**src/rtl/spi_txn_sequencer.sv**
```systemverilog
// Host-side SPI transaction sequencer: frames host bytes into chip-select windows for the controller
// and returns received bytes with a last flag. Define SPI_SEQ_TIMEOUT_EN to build in the RX watchdog.
module spi_txn_sequencer #(
    parameter int MAX_BYTES_PER_CS = 2,
    parameter int FIFO_DEPTH       = 8,
    localparam int CW              = $clog2(MAX_BYTES_PER_CS + 1),
    localparam int AW              = $clog2(FIFO_DEPTH)
) (
    input  logic          clk,
    input  logic          rst,
    input  logic          host_wr_valid,
    output logic          host_wr_ready,
    input  logic [7:0]    host_wr_byte,
    input  logic          host_wr_last,
    output logic          host_rd_valid,
    input  logic          host_rd_ready,
    output logic [7:0]    host_rd_byte,
    output logic          host_rd_last,
    output logic [CW-1:0] controller_tx_count,
    output logic [7:0]    controller_tx_byte,
    output logic          controller_tx_dv,
    input  logic          controller_tx_ready,
    input  logic          controller_rx_dv,
    input  logic [7:0]    controller_rx_byte,
    output logic          busy,
    output logic          err_oversize,
    output logic          err_timeout
);

    typedef enum logic [1:0] {
        S_IDLE    = 2'd0,
        S_ISSUE   = 2'd1,
        S_GAP     = 2'd2,
        S_WAIT_RX = 2'd3
    } state_t;

    localparam logic [AW:0]   DEPTH_C  = (AW + 1)'(FIFO_DEPTH);
    localparam logic [AW:0]   CNT_ZERO = (AW + 1)'(0);
    localparam logic [AW:0]   CNT_ONE  = (AW + 1)'(1);
    localparam logic [AW-1:0] PTR_ONE  = AW'(1);
    localparam logic [CW-1:0] LEN_ZERO = CW'(0);
    localparam logic [CW-1:0] LEN_ONE  = CW'(1);
    localparam logic [CW-1:0] MAX_C    = CW'(MAX_BYTES_PER_CS);

    function automatic logic [AW:0] cnt_next(input logic [AW:0] c, input logic push, input logic pop);
        case ({push, pop})
            2'b10:   cnt_next = c + CNT_ONE;
            2'b01:   cnt_next = c - CNT_ONE;
            default: cnt_next = c;
        endcase
    endfunction

    state_t        state_q, state_d;
    logic [CW-1:0] cur_len_q, cur_len_d, txc_q, txc_d, rxc_q, rxc_d, wlen_q, wlen_d;

    logic [7:0]    tx_mem  [FIFO_DEPTH];
    logic [CW-1:0] len_mem [FIFO_DEPTH];
    logic [8:0]    rx_mem  [FIFO_DEPTH];
    logic [AW-1:0] tx_wp_q, tx_wp_d, tx_rp_q, tx_rp_d;
    logic [AW-1:0] len_wp_q, len_wp_d, len_rp_q, len_rp_d;
    logic [AW-1:0] rx_wp_q, rx_wp_d, rx_rp_q, rx_rp_d;
    logic [AW:0]   tx_cnt_q, tx_cnt_d, len_cnt_q, len_cnt_d, rx_cnt_q, rx_cnt_d;

    logic          host_wr_ready_q, host_wr_ready_d, host_rd_valid_q, host_rd_valid_d;
    logic [7:0]    host_rd_byte_q, host_rd_byte_d;
    logic          host_rd_last_q, host_rd_last_d;
    logic [7:0]    tx_byte_q, tx_byte_d;
    logic          tx_dv_q, tx_dv_d, busy_q, busy_d, err_ov_q, err_ov_d, err_to_q, err_to_d;

    logic          wr_fire_s, close_s, tx_pop_s, len_pop_s, rx_push_s, rx_last_s, rd_pop_s;
    logic [CW-1:0] wlen_inc_s, rxc_inc_s, len_head_s;
    logic [AW:0]   rx_free_s;
    logic [8:0]    rx_entry_s;

`ifdef SPI_SEQ_TIMEOUT_EN
    logic [7:0]    wd_q, wd_d;

    // Watchdog runs only while waiting for RX; any received byte restarts it.
    always_comb begin
        wd_d = 8'd0;
        if (state_q == S_WAIT_RX && !controller_rx_dv) begin
            wd_d = wd_q + 8'd1;
        end else begin
            wd_d = 8'd0;
        end
    end

    // Watchdog counter register.
    always_ff @(posedge clk or posedge rst) begin
        if (rst) begin
            wd_q <= 8'd0;
        end else begin
            wd_q <= wd_d;
        end
    end
`endif

    // Write framing, FSM, FIFO bookkeeping and next values of every registered output.
    always_comb begin
        state_d   = state_q;
        cur_len_d = cur_len_q;
        txc_d     = txc_q;
        rxc_d     = rxc_q;
        tx_byte_d = tx_byte_q;
        tx_dv_d   = 1'b0;
        err_to_d  = 1'b0;
        tx_pop_s  = 1'b0;
        len_pop_s = 1'b0;

        wr_fire_s  = host_wr_valid && host_wr_ready_q;
        wlen_inc_s = wlen_q + LEN_ONE;
        close_s    = host_wr_last || (wlen_inc_s == MAX_C);
        wlen_d     = wr_fire_s ? (close_s ? LEN_ZERO : wlen_inc_s) : wlen_q;
        err_ov_d   = wr_fire_s && close_s && !host_wr_last;

        len_head_s = len_mem[len_rp_q];
        rx_free_s  = DEPTH_C - rx_cnt_q;

        case (state_q)
            S_IDLE: begin
                // Admit a transaction only if all its replies are guaranteed to fit.
                if (len_cnt_q != CNT_ZERO && rx_free_s >= (AW + 1)'(len_head_s)) begin
                    len_pop_s = 1'b1;
                    cur_len_d = len_head_s;
                    txc_d     = LEN_ZERO;
                    rxc_d     = LEN_ZERO;
                    state_d   = S_ISSUE;
                end else begin
                    state_d = S_IDLE;
                end
            end
            S_ISSUE: begin
                if (controller_tx_ready && tx_cnt_q != CNT_ZERO) begin
                    tx_pop_s  = 1'b1;
                    tx_dv_d   = 1'b1;
                    tx_byte_d = tx_mem[tx_rp_q];
                    txc_d     = txc_q + LEN_ONE;
                    state_d   = S_GAP;
                end else begin
                    state_d = S_ISSUE;
                end
            end
            S_GAP: begin
                state_d = (txc_q < cur_len_q) ? S_ISSUE : S_WAIT_RX;
            end
            S_WAIT_RX: begin
                if (rxc_q == cur_len_q) begin
                    state_d = S_IDLE;
                end
`ifdef SPI_SEQ_TIMEOUT_EN
                else if (wd_q == 8'hFF) begin
                    state_d  = S_IDLE;
                    err_to_d = 1'b1;
                end
`endif
                else begin
                    state_d = S_WAIT_RX;
                end
            end
            default: begin
                state_d = S_IDLE;
            end
        endcase

        rd_pop_s  = host_rd_valid_q && host_rd_ready;
        rxc_inc_s = rxc_q + LEN_ONE;
        rx_last_s = (rxc_inc_s == cur_len_q);
        rx_push_s = controller_rx_dv && (state_q != S_IDLE) && ((rx_cnt_q != DEPTH_C) || rd_pop_s);
        if (rx_push_s) begin
            rxc_d = rxc_inc_s;
        end else begin
            rxc_d = rxc_d;
        end

        tx_wp_d   = wr_fire_s ? tx_wp_q + PTR_ONE : tx_wp_q;
        tx_rp_d   = tx_pop_s ? tx_rp_q + PTR_ONE : tx_rp_q;
        tx_cnt_d  = cnt_next(tx_cnt_q, wr_fire_s, tx_pop_s);
        len_wp_d  = (wr_fire_s && close_s) ? len_wp_q + PTR_ONE : len_wp_q;
        len_rp_d  = len_pop_s ? len_rp_q + PTR_ONE : len_rp_q;
        len_cnt_d = cnt_next(len_cnt_q, wr_fire_s && close_s, len_pop_s);
        rx_wp_d   = rx_push_s ? rx_wp_q + PTR_ONE : rx_wp_q;
        rx_rp_d   = rd_pop_s ? rx_rp_q + PTR_ONE : rx_rp_q;
        rx_cnt_d  = cnt_next(rx_cnt_q, rx_push_s, rd_pop_s);

        // The new head may be the entry written this very cycle, so forward it.
        if (rx_cnt_d == CNT_ZERO) begin
            rx_entry_s = 9'd0;
        end else if (rx_push_s && rx_wp_q == rx_rp_d) begin
            rx_entry_s = {rx_last_s, controller_rx_byte};
        end else begin
            rx_entry_s = rx_mem[rx_rp_d];
        end

        host_wr_ready_d = (tx_cnt_d != DEPTH_C) && (len_cnt_d != DEPTH_C);
        host_rd_valid_d = (rx_cnt_d != CNT_ZERO);
        host_rd_byte_d  = rx_entry_s[7:0];
        host_rd_last_d  = rx_entry_s[8];
        busy_d          = (state_d != S_IDLE);
    end

    // FIFO storage; contents are don't-care until the pointers make them visible.
    always_ff @(posedge clk) begin
        if (wr_fire_s) begin
            tx_mem[tx_wp_q] <= host_wr_byte;
        end
        if (wr_fire_s && close_s) begin
            len_mem[len_wp_q] <= wlen_inc_s;
        end
        if (rx_push_s) begin
            rx_mem[rx_wp_q] <= {rx_last_s, controller_rx_byte};
        end
    end

    // Control state, pointers and registered outputs.
    always_ff @(posedge clk or posedge rst) begin
        if (rst) begin
            state_q         <= S_IDLE;
            cur_len_q       <= LEN_ONE;
            txc_q           <= LEN_ZERO;
            rxc_q           <= LEN_ZERO;
            wlen_q          <= LEN_ZERO;
            tx_wp_q         <= AW'(0);
            tx_rp_q         <= AW'(0);
            len_wp_q        <= AW'(0);
            len_rp_q        <= AW'(0);
            rx_wp_q         <= AW'(0);
            rx_rp_q         <= AW'(0);
            tx_cnt_q        <= CNT_ZERO;
            len_cnt_q       <= CNT_ZERO;
            rx_cnt_q        <= CNT_ZERO;
            host_wr_ready_q <= 1'b1;
            host_rd_valid_q <= 1'b0;
            host_rd_byte_q  <= 8'd0;
            host_rd_last_q  <= 1'b0;
            tx_byte_q       <= 8'd0;
            tx_dv_q         <= 1'b0;
            busy_q          <= 1'b0;
            err_ov_q        <= 1'b0;
            err_to_q        <= 1'b0;
        end else begin
            state_q         <= state_d;
            cur_len_q       <= cur_len_d;
            txc_q           <= txc_d;
            rxc_q           <= rxc_d;
            wlen_q          <= wlen_d;
            tx_wp_q         <= tx_wp_d;
            tx_rp_q         <= tx_rp_d;
            len_wp_q        <= len_wp_d;
            len_rp_q        <= len_rp_d;
            rx_wp_q         <= rx_wp_d;
            rx_rp_q         <= rx_rp_d;
            tx_cnt_q        <= tx_cnt_d;
            len_cnt_q       <= len_cnt_d;
            rx_cnt_q        <= rx_cnt_d;
            host_wr_ready_q <= host_wr_ready_d;
            host_rd_valid_q <= host_rd_valid_d;
            host_rd_byte_q  <= host_rd_byte_d;
            host_rd_last_q  <= host_rd_last_d;
            tx_byte_q       <= tx_byte_d;
            tx_dv_q         <= tx_dv_d;
            busy_q          <= busy_d;
            err_ov_q        <= err_ov_d;
            err_to_q        <= err_to_d;
        end
    end

    assign host_wr_ready       = host_wr_ready_q;
    assign host_rd_valid       = host_rd_valid_q;
    assign host_rd_byte        = host_rd_byte_q;
    assign host_rd_last        = host_rd_last_q;
    assign controller_tx_count = cur_len_q;
    assign controller_tx_byte  = tx_byte_q;
    assign controller_tx_dv    = tx_dv_q;
    assign busy                = busy_q;
    assign err_oversize        = err_ov_q;
    assign err_timeout         = err_to_q;

endmodule

```
**config.mk**
```make
export PLATFORM = sky130hd
export DESIGN_NAME = spi_txn_sequencer
export DESIGN_NICKNAME = d
export VERILOG_FILES = /design/src/rtl/spi_txn_sequencer.sv
export SDC_FILE = /design/constraint.sdc
export NUM_CORES = 1
export LEC_CHECK = 0
export ABC_AREA = 1
export BUFFER_PORTS_ARGS = -buffer_cell sky130_fd_sc_hd__buf_4
export CORE_AREA = 2 2 143 110
export CTS_BUF_LIST = sky130_fd_sc_hd__clkbuf_4
export DETAILED_ROUTE_END_ITERATION = 8
export DIE_AREA = 0 0 145 112
export GPL_ROUTABILITY_DRIVEN = 0
export MAX_ROUTING_LAYER = met4
export PLACE_DENSITY = 0.81
export SLEW_MARGIN = 5
export SYNTH_ARGS = -nofsm -noshare
export SYNTH_HDL_FRONTEND = slang
export SYNTH_SLANG_ARGS = --single-unit
```
**constraint.sdc**
```tcl
create_clock -name clk -period 3.9 [get_ports clk]
set_input_delay 0.39 -clock clk [delete_from_list [all_inputs] [get_ports clk]]
set_output_delay 0.39 -clock clk [all_outputs]
set_load 0.05 [all_outputs]
```
# Yosys cells after proc, flatten, opt, wreduce, memory -nomap -nowiden
# Memory sizes are Yosys's and may differ from the RTL's. A register that Yosys moved wholly into a read port is not among the register bits.
# Cells that the tools add are included.
dict set report word_totals {
  reg_bits 54
  ram_bits 152
  inputBits 23
  output_inout_bits 25
  wordCells 114
  n_memories 3
}
dict set report op_classes {
  addsub 16
  n_lt_le_gt_ge 2
  eq_ne 18
  muxes 27
  n_reduce_logical 27
}
# memory depth word_bits rd rd_clocked_by_memory_dff wr line_no
set memory_table {}
lappend memory_table {rx_mem 8 9 1 0 1 58} ;# logic [8:0] rx_mem [FIFO_DEPTH];
lappend memory_table {tx_mem 8 8 1 1 1 56} ;# logic [7:0] tx_mem [FIFO_DEPTH];
lappend memory_table {len_mem 8 2 1 0 1 57} ;# logic [CW-1:0] len_mem [FIFO_DEPTH];
# operator count
set op_table {}
lappend op_table {{one-hot mux 4 bit (2 select lines)} 3}
lappend op_table {{adder 3 x 1 -> 3 bit, second input constant} 6}
lappend op_table {{two-way mux 9 bit} 2}
lappend op_table {{two-way mux 2 bit} 8}
lappend op_table {{adder 4 x 1 -> 4 bit, second input constant} 3}
lappend op_table {{== test 2 bit, second input constant} 6}
lappend op_table {{!= test 4 bit, second input constant} 3}
lappend op_table {{nonzero test 4 bit} 3}
lappend op_table {{subtractor 4 x 1 -> 4 bit, second input constant} 3}
lappend op_table {{two-way mux 1 bit} 11}
lappend op_table {{logical AND 1 bit} 10}
lappend op_table {{nonzero test 2 bit} 5}
lappend op_table {{== test 2 x 1 -> 1 bit, second input constant} 4}
lappend op_table {{one-hot mux 2 bit (4 select lines)} 1}
lappend op_table {{adder 2 x 1 -> 2 bit, second input constant} 3}
lappend op_table {{AND reduction 2 bit} 3}
lappend op_table {{== test 2 bit} 2}
lappend op_table {{>= comparator 4 x 2 -> 1 bit} 1}
lappend op_table {{zero test 4 bit} 1}
lappend op_table {{!= test 2 bit, second input constant} 2}
lappend op_table {{one-hot mux 2 bit (2 select lines)} 1}
lappend op_table {{subtractor 4 bit, first input constant} 1}
lappend op_table {{== test 3 bit} 1}
lappend op_table {{two-way mux 3 bit} 1}
lappend op_table {{5 further kinds} 6}

# Longest topological paths before layout
dict set report depth {
  depth_word 9
  mapped_depth 22
  depth_no_buf 21
}

# Worst setup path before layout
# OpenSTA, ideal clock, no wires.
dict set report synth_path {
  kind {register to register}
  startpoint {register len_rp_q[0]}
  endpoint {register host_wr_ready_q, in the netlist host_wr_ready}
  setup_ns 0.086
  arrival_ns 2.957
  required_time_ns 3.814
  path_slack_ns 0.856
  path_stages_with_launch 21
  n_path_buf 1
  period_less_slack_ns 3.044
  cell_sequence {dfrtp_1 -> clkbuf_1 -> clkinv_1 -> o21ai_0 -> o22ai_1 -> nand2_1 -> o21ai_0 -> inv_1 -> ha_1 -> a21boi_0 -> nor2_1 -> nand2_2 -> nand2_1 -> inv_2 -> ha_1 -> inv_1 -> nand2_1 -> o21ai_0 -> or2_2 -> nor2_1 -> a21oi_1}
}
dict set report synth_between {
  elab_chain_cells 9
  word_cells_on_any_way 10
  cone_classes {1 x order compare; 3 x eq/ne; 3 x mux; 2 x reduce/logical; 1 x memory}
}
# element line_no
set synth_rtl {}
lappend synth_rtl {{from (decl)} 60} ;# logic [AW-1:0] len_wp_q, len_wp_d, len_rp_q, len_rp_d;
lappend synth_rtl {{from (signal assigned)} 249} ;# len_rp_q <= len_rp_d;
lappend synth_rtl {{memory (8 x 2 bit) (*)} --}
lappend synth_rtl {{>= comparator 4 x 2 -> 1 bit (*)} 122} ;# if (len_cnt_q != CNT_ZERO && rx_free_s >= (AW + 1)'(len_head_s)) begin
lappend synth_rtl {{logical AND 1 bit (*)} 122}
lappend synth_rtl {{two-way mux 1 bit (*)} 122}
lappend synth_rtl {{two-way mux 1 bit (*)} 119} ;# case (state_q)
lappend synth_rtl {{== test 2 x 1 -> 1 bit or == test 2 bit (tied branches)} 46} ;# case ({push, pop})
lappend synth_rtl {{one-hot mux 4 bit (2 select lines) (*)} 46}
lappend synth_rtl {{via len_cnt_d[1]} 62} ;# logic [AW:0] tx_cnt_q, tx_cnt_d, len_cnt_q, len_cnt_d, rx_cnt_q, rx_cnt_d;
lappend synth_rtl {{!= test 4 bit (*)} 194} ;# host_wr_ready_d = (tx_cnt_d != DEPTH_C) && (len_cnt_d != DEPTH_C);
lappend synth_rtl {{logical AND 1 bit (*)} 194}
lappend synth_rtl {{via host_wr_ready_d} 64} ;# logic host_wr_ready_q, host_wr_ready_d, host_rd_valid_q, host_rd_valid_d;
lappend synth_rtl {{to (signal assigned)} 255} ;# host_wr_ready_q <= host_wr_ready_d;
lappend synth_rtl {{to (decl)} 64}
# Mark *: on every way through the listed nets, which the timed path passes. The rest lies on a longest branch.
# A chain may end at the register's enable or synchronous reset.

# Final worst setup path
# Same ends and word-level chain as after synthesis.

==> results.yml <==
drt:
  wl_um: 19150
  firstDrtPassIters: 5
  first_iter_violations: 579
  vias: 6326
  ant_nets: 0
  routedWlPerCell_um: 16.85
  routed_via_density: 5.564
  drc: 0
die:
  die_w_um: 145
  die_h_um: 112
  start_util_pct: 61.82
  rows: 39
  core_sq_um: 14880
  io_pins: 48
  die_area_sq_um: 16240
timing:
  fin_ws_ns: 0.4414
  fin_crit_sh_pct: 88.68
  holdWs_ns: 0.03722
  layout_min_cycle_time_ns: 3.459
  tightest_slew_ns: 1.135
  grt_setup_unrepaired: "false"
  tns_ns: 0
  finalMaxSlewViolations: 0
  slew_headroom_pct: 24.06
  fmax_ghz: 0.2891
  hold_viol_final: 0
  setup_viol: 0
  clock_skew_ns: 0.03578
synth:
  syn_inst: 793
  synth_seq_area_share_pct: 66.49
  syn-num-nets: 836
  synth_area_leaders: "edfxtp_1 (50%), dfrtp_1 (16%), nand2_1 (6.4%)"
  async_flop_share_pct: 28.97
  synth_top_area_share_pct: 49.61
  synthFlopType: "edfxtp_1"
  ys_ff_latch: 214
  avgSynthCellArea_sq_um: 11.60
  synth.distinct_cells: 47
  yosys_warnings: 0
  synth_area_leader_cell: "edfxtp_1"
  synth_edf_count: 152
  synth.cell_area_sq_um: 9201
clock_tree:
  path_clk_slew_ns: 0.07
  ctsLongestPathBuffers: 3
  cts_made_buffers: 50
  htree_levels: 2
  cts_root_buffer: "clkbuf_4"
  cts_tree: "yes"
  clkSinkCount: 214
  cts_resized: 0
  clk-insertion-delay-late_ns: 0.63
critical_path:
  timing.rr.end: "host_wr_ready$_DFF_PP1_"
  worstSetupStartpoint: "len_rp_q[0]$_DFFE_PP0P_"
  required_ns: 4.43
  end_kind: "flip-flop"
  crit_end: "host_wr_ready$_DFF_PP1_"
  critical_path_class: "flip-flop to flip-flop"
  cp-start-kind: "flip-flop"
  critical_path.max_fanout: 10
  cp_data_arrival_time_ns: 3.99
  r2r_start: "len_rp_q[0]$_DFFE_PP0P_"
  r2r_cells: 19
  reg2reg_slack_ns: 0.44
final_layout:
  drive_above_1_share_pct: 17.81
  multi_input_area_sq_um: 2729
  nets: 933
  antenna_cells: 0
  area_delta_synth_final_pct: 14.41
  regArea_sq_um: 6118
  n_fill_cell: 1040
place:
  port_buffers: 46
  place_ws_ns: 0.4964
  dp_hpwl_um: 11830
global_routing:
  track_usage_pct: 24.60
  grt_max_degree: 41
  grt_pass1_wl_um: 30870
  grt_pass1_vias: 6376
  antenna_found_initial: 0
  grt_overflow: 0
job:
  maxCapViolCount: 0
pwr:
  p_leak_nw: 4.242
  ir_worst_vdd_mv: 0.4983
  pwr_density_cell_nw_per_um2: 853.9
status:
  status: "finished clean"
hold_path:
  min-delay-start: "controller_rx_byte[0]"
  hold_path.class: "primary input to flip-flop"
## worst max-delay path, cell delays in order (launching register included)
cell and delay (ns):
dfrtp_1 0.50, clkinv_1 0.26, o21ai_0 0.28, o22ai_1 0.11, nand2_1 0.06, o21ai_0 0.11, inv_1 0.08, ha_1 0.22
a21boi_0 0.12, nor2_1 0.13, nand2_2 0.08, nand2_1 0.17, inv_2 0.13, ha_1 0.38, inv_1 0.09, nand2_1 0.06
o21ai_0 0.10, or2_2 0.29, nor2_1 0.11, a21oi_1 0.08
## worst min-delay path by stage
| stage | depth (start not counted) | endpoint |
|---|---|---|
| 6_report | 1 | rx_mem[3][0]$_DFFE_PP_ |
| 3_3_place_gp | 2 | controller_tx_byte[1]$_DFFE_PP0P_ |
| 3_5_place_dp | 2 | controller_tx_byte[1]$_DFFE_PP0P_ |
| 2_1_floorplan | 1 | err_oversize$_DFF_PP0_ |
| 5_1_grt | 1 | rx_mem[0][0]$_DFFE_PP_ |
| 4_1_cts | 1 | rx_mem[6][6]$_DFFE_PP_ |
## layer usage
metal	up-vias	track usage (%)	share of wire (%)	wire, um
li1	2985	-	-	-
met1	3066	30.92	42	7976
met2	236	40.57	50	9527
met3	39	5.000	6.6	1272
met4	0	8.251	2.0	376
met5	-	-	0	0
## state kept, by name, indices dropped and copies added, names as in the netlist, 2 cells and up
register	cells
controller_tx_count	2
rx_cnt_q	4
tx_wp_q	3
state_q	2
wlen_q	2
len_wp_q	3
len_mem	16
txc_q	2
tx_mem	64
len_cnt_q	4
tx_rp_q	3
len_rp_q	3
controller_tx_byte	8
rx_mem	72
host_rd_byte	8
tx_cnt_q	4
rxc_q	2
rx_wp_q	3
rx_rp_q	3
## cell type report
class,instances,share of cell area (%)
clock buffer,71,5.063
clock inverter,23,0.8795
inverter,58,2.116
multi-input combinational,495,25.92
sequential,214,58.12
tap,205,2.436
timing repair buffer,71,5.467
## synthesized netlist by cell type (6+ instances only)
master and n:
inv_2 6, edfxtp_1 152, nand2_1 157, o21ai_1 6, clkbuf_1 12, o211ai_1 10
buf_2 9, o221ai_1 8, nand2_2 6, o21ai_0 51, xnor2_1 7, ha_1 18
mux2i_1 8, o32ai_1 8, a21oi_1 27, xor2_1 12, nor2_1 97, nand3_1 39
dfrtp_1 60, inv_1 48
## cell usage in the layout (no fill, tap or decap), types with 3 or more instances in the layout
| cell type | count |
|---|---|
| nand2_1 | 157 |
| edfxtp_1 | 152 |
| nor2_1 | 97 |
| clkbuf_4 | 71 |
| dfrtp_1 | 60 |
| buf_4 | 54 |
| o21ai_0 | 51 |
| inv_1 | 47 |
| nand3_1 | 39 |
| a21oi_1 | 27 |
| clkinv_1 | 21 |
| ha_1 | 18 |
| dlygate4sd3_1 | 17 |
| xor2_1 | 12 |
| o211ai_1 | 10 |
| inv_2 | 8 |
| o32ai_1 | 8 |
| mux2i_1 | 8 |
| o221ai_1 | 8 |
| xnor2_1 | 7 |
| nand2_2 | 6 |
| o21ai_1 | 6 |
| or2_2 | 4 |
| a221o_1 | 4 |
| nand2_4 | 3 |
| o22ai_1 | 3 |
| nand4_1 | 3 |
| nor2_2 | 3 |
## where the power goes
part	internal [mW]	switching [mW]	total, mW
Combinational	1.26	2.62	3.89
Sequential	3.05	0.344	3.40
Clock	0.848	0.857	1.70
## timing repair
item                                    CTS  global route
hold buffers                             15             2
endpoints found under the setup margin    0             0
buffers inserted                          0             0
endpoints found under the hold margin   105            16
## logic make-up after synthesis
group	share of synthesized area [%]
AND/OR/NAND/NOR	14.13
flip-flops	66.49
AO/OA/AOI/OAI	9.206
buffers and inverters	3.848
XOR/XNOR	2.407
adder cells (fa/ha/maj)	2.883
multiplexers	0.9927
other	0.04076
## stage by stage
step	util, %	power, mW	area (sq um)	std cells
after floorplan	-	6.268	9201	793
after global placement	65.39	7.035	9732	1026
after detailed placement	65.39	7.263	9732	1026
after CTS	70.60	8.991	10510	1135
after global routing	70.74	9.610	10530	1137
final	70.74	8.989	10530	1137
(Power assumes the default switching activity.)
